### src/rtl/mux_sel_arbiter_pkg.sv
// Shared definitions for the mux select arbiter: FSM states, channel
// count, select width and a small one-hot helper.
package mux_sel_arbiter_pkg;

    localparam int N_CH  = 4;
    localparam int SEL_W = 2;

    typedef enum logic [1:0] {
        IDLE  = 2'd0,
        GRANT = 2'd1,
        GAP   = 2'd2
    } state_t;

    // Channel index to one-hot grant vector.
    function automatic logic [N_CH-1:0] onehot(input logic [SEL_W-1:0] ch);
        logic [N_CH-1:0] r;
        r     = '0;
        r[ch] = 1'b1;
        return r;
    endfunction

endpackage

### src/rtl/mux_sel_arbiter_rr_pick4.sv
// Combinational round-robin picker for four requesters. The channel
// immediately after last_ch has the highest priority and last_ch itself
// has the lowest.
module rr_pick4
    import mux_sel_arbiter_pkg::*;
(
    input  logic [N_CH-1:0]  req,
    input  logic [SEL_W-1:0] last_ch,
    output logic [SEL_W-1:0] pick,
    output logic             any
);

    logic [SEL_W-1:0] idx;

    // Scan from lowest to highest priority so the last hit wins.
    always_comb begin
        pick = '0;
        idx  = '0;
        any  = |req;
        for (int unsigned k = 0; k < N_CH; k++) begin
            idx = last_ch + SEL_W'(N_CH - k);
            if (req[idx]) begin
                pick = idx;
            end
        end
    end

endmodule

### src/rtl/mux_sel_arbiter.sv
// Round-robin select sequencer placed in front of a 4:1 mux. Grants one
// requester at a time, drives the mux selects, bounds each grant with a
// hold counter and registers the returning mux output.
module mux_sel_arbiter
    import mux_sel_arbiter_pkg::*;
#(
    parameter int MAX_HOLD = 8,
    parameter int HOLD_W   = 4
) (
    input  logic            clk,
    input  logic            rst_n,
    input  logic [N_CH-1:0] req,
    input  logic            release_i,
    input  logic            m,
    output logic            c0,
    output logic            c1,
    output logic [N_CH-1:0] grant,
    output logic            busy,
    output logic            m_q,
    output logic            m_valid,
    output logic            timeout
);

    state_t           state;
    logic [HOLD_W-1:0] hold_cnt;
    logic [SEL_W-1:0] last_ch;
    logic [SEL_W-1:0] sel_q;
    logic [SEL_W-1:0] pick;
    logic             any_req;
    logic             rel_cause;
    logic             hold_lim;

    rr_pick4 u_pick (
        .req     (req),
        .last_ch (last_ch),
        .pick    (pick),
        .any     (any_req)
    );

    // The registered select is also the current owner index.
    assign c0 = sel_q[0];
    assign c1 = sel_q[1];

    // Exit causes while granted: owner-driven end versus hold limit.
    always_comb begin
        rel_cause = release_i | ~req[sel_q];
        hold_lim  = (hold_cnt == HOLD_W'(MAX_HOLD - 1));
    end

    // Arbitration FSM with hold counter, fairness pointer and m capture.
    always_ff @(posedge clk) begin
        if (!rst_n) begin
            state    <= IDLE;
            hold_cnt <= '0;
            last_ch  <= SEL_W'(N_CH - 1);
            sel_q    <= '0;
            grant    <= '0;
            busy     <= 1'b0;
            m_q      <= 1'b0;
            m_valid  <= 1'b0;
            timeout  <= 1'b0;
        end else begin
            case (state)
                IDLE: begin
                    if (any_req) begin
                        sel_q    <= pick;
                        grant    <= onehot(pick);
                        busy     <= 1'b1;
                        hold_cnt <= '0;
                        state    <= GRANT;
                    end
                end
                GRANT: begin
                    m_q      <= m;
                    m_valid  <= 1'b1;
                    hold_cnt <= hold_cnt + 1'b1;
                    if (rel_cause || hold_lim) begin
                        grant   <= '0;
                        busy    <= 1'b0;
                        timeout <= hold_lim & ~rel_cause;
                        state   <= GAP;
                    end
                end
                GAP: begin
                    // Selects stay put so the mux output does not glitch.
                    timeout <= 1'b0;
                    m_valid <= 1'b0;
                    last_ch <= sel_q;
                    state   <= IDLE;
                end
                default: begin
                    state <= IDLE;
                end
            endcase
        end
    end

endmodule

### config.mk
export PLATFORM = sky130hd
export DESIGN_NAME = mux_sel_arbiter
export DESIGN_NICKNAME = d
export VERILOG_FILES = /design/src/rtl/mux_sel_arbiter_pkg.sv /design/src/rtl/mux_sel_arbiter_rr_pick4.sv /design/src/rtl/mux_sel_arbiter.sv
export SDC_FILE = /design/constraint.sdc
export NUM_CORES = 1
export LEC_CHECK = 0
export BUFFER_PORTS_ARGS = -buffer_cell sky130_fd_sc_hd__buf_2
export CAP_MARGIN = 10
export CORE_MARGIN = 2
export CORE_UTILIZATION = 57
export DETAILED_ROUTE_END_ITERATION = 10
export PLACE_DENSITY_LB_ADDON = 0.3
export SETUP_SLACK_MARGIN = 0.05
export SYNTH_ARGS = -nofsm -noshare
export SYNTH_HDL_FRONTEND = slang
export SYNTH_SLANG_ARGS = --single-unit
### constraint.sdc
create_clock -name clk -period 4.4 [get_ports clk]
set_input_delay 1.32 -clock clk [delete_from_list [all_inputs] [get_ports clk]]
set_output_delay 1.32 -clock clk [all_outputs]
set_load 0.02 [all_outputs]
==> results.toml <==
[outcome]
status = "finished, final reports clean"

[synthesis]
ys_async_sr_fraction_pct = 0
yosys-top-cells-area = "dfxtp_1 (37%), ha_1 (6.5%), mux2i_1 (6.2%)"
syn_nets = 116
ys_seq_elements = 18
syn_avg_cell_area_um2 = 9.35
synth_edf_count = 0
synth.area.mux_share_pct = 8.57
synth_largest_area_cell = "dfxtp_1"
yosys_warnings = 0
synth-compound-area-share_pct = 18.4
synth_simple_gate_area_share_pct = 27.1
synth_xor_area_share_pct = 0
synth_adder_area_share_pct = 6.49
yosysSeqAreaShare_pct = 37.4
synth_top_family_by_area = "simple AND/OR/NAND/NOR gates"
synth_top_area_share_pct = 37.4
ys_top_cells_by_count = "dfxtp_1 (18), nand2_1 (10), a21oi_1 (7)"
netlist_instances = 103
synth_area_um2 = 963
synth.most_common_cell = "dfxtp_1"
synth_flop_cell = "dfxtp_1"
ys_types = 32

[layout]
drive_gt1_share_pct = 21.5
final_cells = 137
final_core_util_pct = 70.3
insertedDiodeCount = 0
stdcell_area_um2 = 1080
area_growth_pct = 12.5
layout.nets = 136

[global_route]
grt_overflow = 0
antenna_found_initial = 0
grt_start_max_net_pins = 14
grt_pass1_vias = 747
grt_use_total_pct = 21.6
grt_pass1_wl_um = 3230

[drt]
firstDrtPassIters = 4
drt_iter0_drc = 35
drc = 0
vias = 820
vias_per_cell = 5.99
avgRoutedWirePerCell_um = 13.8
drtAntennaViolNets = 0
wl_um = 1890

[floorplan]
die_w_um = 45.1
num_rows = 14
coreArea_um2 = 1540
start_util_pct = 62.5
die_y_um = 45.1
die-area_um2 = 2030
io-pin-count = 18

[setup_path]
slowest_delay_ns = 0.49
crit_family = "multiplexers"
crit_buf_inv = 1
reg2reg_setup_slack_ns = 2.78
worstPathRequired_ns = 4.57
crit_type = "in2reg"
r2r_cells = 5
cp-start-kind = "input pin"
path_cells = "buf_2 > mux4_2 > and4b_4 > nor3_4 > o22ai_1"
r2r-end = "grant[0]$_SDFFE_PN0P_"
endpoint_kind = "register"
cp_max_fo = 6
timing.rr.start = "state[1]$_SDFFE_PN0P_"
timing.critical_path.slowest_stage_cell = "mux4_2"
critPathArrivalTime_ns = 2.47

[placement]
dp.cells = 134
portBuffers = 17
dpl_cell_area_um2 = 1060
gp_congestion = 0.878
place_hpwl_um = 1450

[flow_run]
max_cap_violations = 0

[sta]
max_freq_mhz = 434
rsz0062_at_grt = "no"
finalClockSkew_ns = 0.00511
hold_viol = 0
post-route-period-util_pct = 52.3
timing.slew.headroom_pct = 71.7
final_max_slew_viol_count = 0
fin_tns_setup_ns = 0
worst_pin_slew_ns = 0.419
layout_min_cycle_time_ns = 2.30
setup_viol = 0

[pwr]
power_mw = 0.397
p_leak_nw = 0.453
power_density_nw_per_um2 = 366
ir_drop_mv = 0.234

[clock_tree]
cts_tree = "done"
clock_path_buffers = 2
cts_resized = 0
cts.clk_slew.worst_paths_ns = 0.10
root_buffer = "clkbuf_4"
clk_latency_ns = 0.29
cts-buffers-inserted = 3
hold_buffers = 0
h-tree-depth = 1
post-cts-setup-buffers = 0
cts_sinks = 18

[worst_hold_path]
hold_end = "grant[1]$_SDFFE_PN0P_"
hold_depth = 2
hp-start = "grant[1]$_SDFFE_PN0P_"
hp-class = "reg2reg"
==> where the power goes <==
part           leakage, nW  internal [mW]  switching [mW]
combinational        0.292         0.0545          0.0699
sequential           0.147          0.180          0.0135
clock               0.0138         0.0318          0.0471
==> metal layers <==
layer / vias to the layer above / track usage [%] / part of all wire, %
met2: 17 / 34.6 / 47
met1: 386 / 28.9 / 48
met3: 5 / 2.80 / 3.9
met5: - / 0 / 0
met4: 0 / 10.0 / 1.6
li1: 412 / - / -
==> cell families (layout without fill, tap and decap cells) <==
group,after synthesis,after routing
simple gates,40,40
compound gates,28,28
flops,18,18
buf+inv,5,23
mux,7,7
fa+ha+maj,5,5
==> worst register-to-register path: stages (launching register included) <==
cell      delay, ns
dfxtp_1        0.36
inv_1          0.08
ha_1           0.31
nor4b_1        0.48
nand2b_1       0.13
o22ai_1        0.19
==> how the worst max path moves through the flow <==
stage | startpoint | to | slack (ns) | cells after the start
final | req[3] | grant[0]$_SDFFE_PN0P_ | 2.10 | 5
after global routing | rst_n | grant[0]$_SDFFE_PN0P_ | 2.02 | 5
after CTS | req[3] | grant[0]$_SDFFE_PN0P_ | 2.10 | 5
after detailed placement | req[3] | grant[0]$_SDFFE_PN0P_ | 1.79 | 5
after global placement | req[3] | grant[1]$_SDFFE_PN0P_ | 1.83 | 5
after floorplan | req[3] | state[0]$_SDFFE_PN0P_ | 2.03 | 3
==> layout make-up <==
type	count	area, um^2
inverter	3	11.3
tap	16	20.0
sequential	18	360
timing repair buffer	17	85.1
clock buffer	3	22.5
multi-input combinational	80	584
fill	116	458
==> cells in the final DEF (no fill, tap or decap) <==
cell / Yosys / layout
o21a_1: 2 / 2
nand3b_1: 3 / 3
nor4b_1: 1 / 1
nor2_1: 6 / 6
nand3b_4: 1 / 1
clkbuf_4: 0 / 3
nand3_1: 3 / 3
o21bai_1: 1 / 1
a31oi_1: 1 / 1
nor3b_1: 1 / 1
a21oi_1: 7 / 7
a211oi_1: 1 / 1
and4b_4: 1 / 1
o22ai_1: 4 / 4
or2b_1: 1 / 1
o22a_1: 1 / 1
nor4_4: 1 / 1
nand2b_1: 6 / 6
a21o_1: 2 / 2
o21ai_0: 6 / 6
a21boi_0: 1 / 1
a32oi_1: 1 / 1
mux4_2: 1 / 1
mux2i_1: 6 / 6
nand2_1: 10 / 10
dfxtp_1: 18 / 18
ha_1: 5 / 5
and2_1: 2 / 2
nor2b_1: 3 / 3
nor3_4: 1 / 1
inv_1: 3 / 3
o221a_2: 1 / 1
buf_2: 0 / 17
==> registers in the layout, indices dropped and copies added, names as in the netlist <==
signal    count
sel_q         2
state         2
m_valid       1
last_ch       2
busy          1
grant         4
hold_cnt      4
m_q           1
timeout       1
==> metrics by stage <==
stage / setup slack [ns] / hold slack, ns
after floorplan: 2.03 / 0.470
after global placement: 1.83 / 0.444
after CTS: 2.10 / 0.459
after global routing: 2.02 / 0.491
after detailed placement: 1.79 / 0.445
final: 2.10 / 0.459
Power figures use the tool's default switching activity.
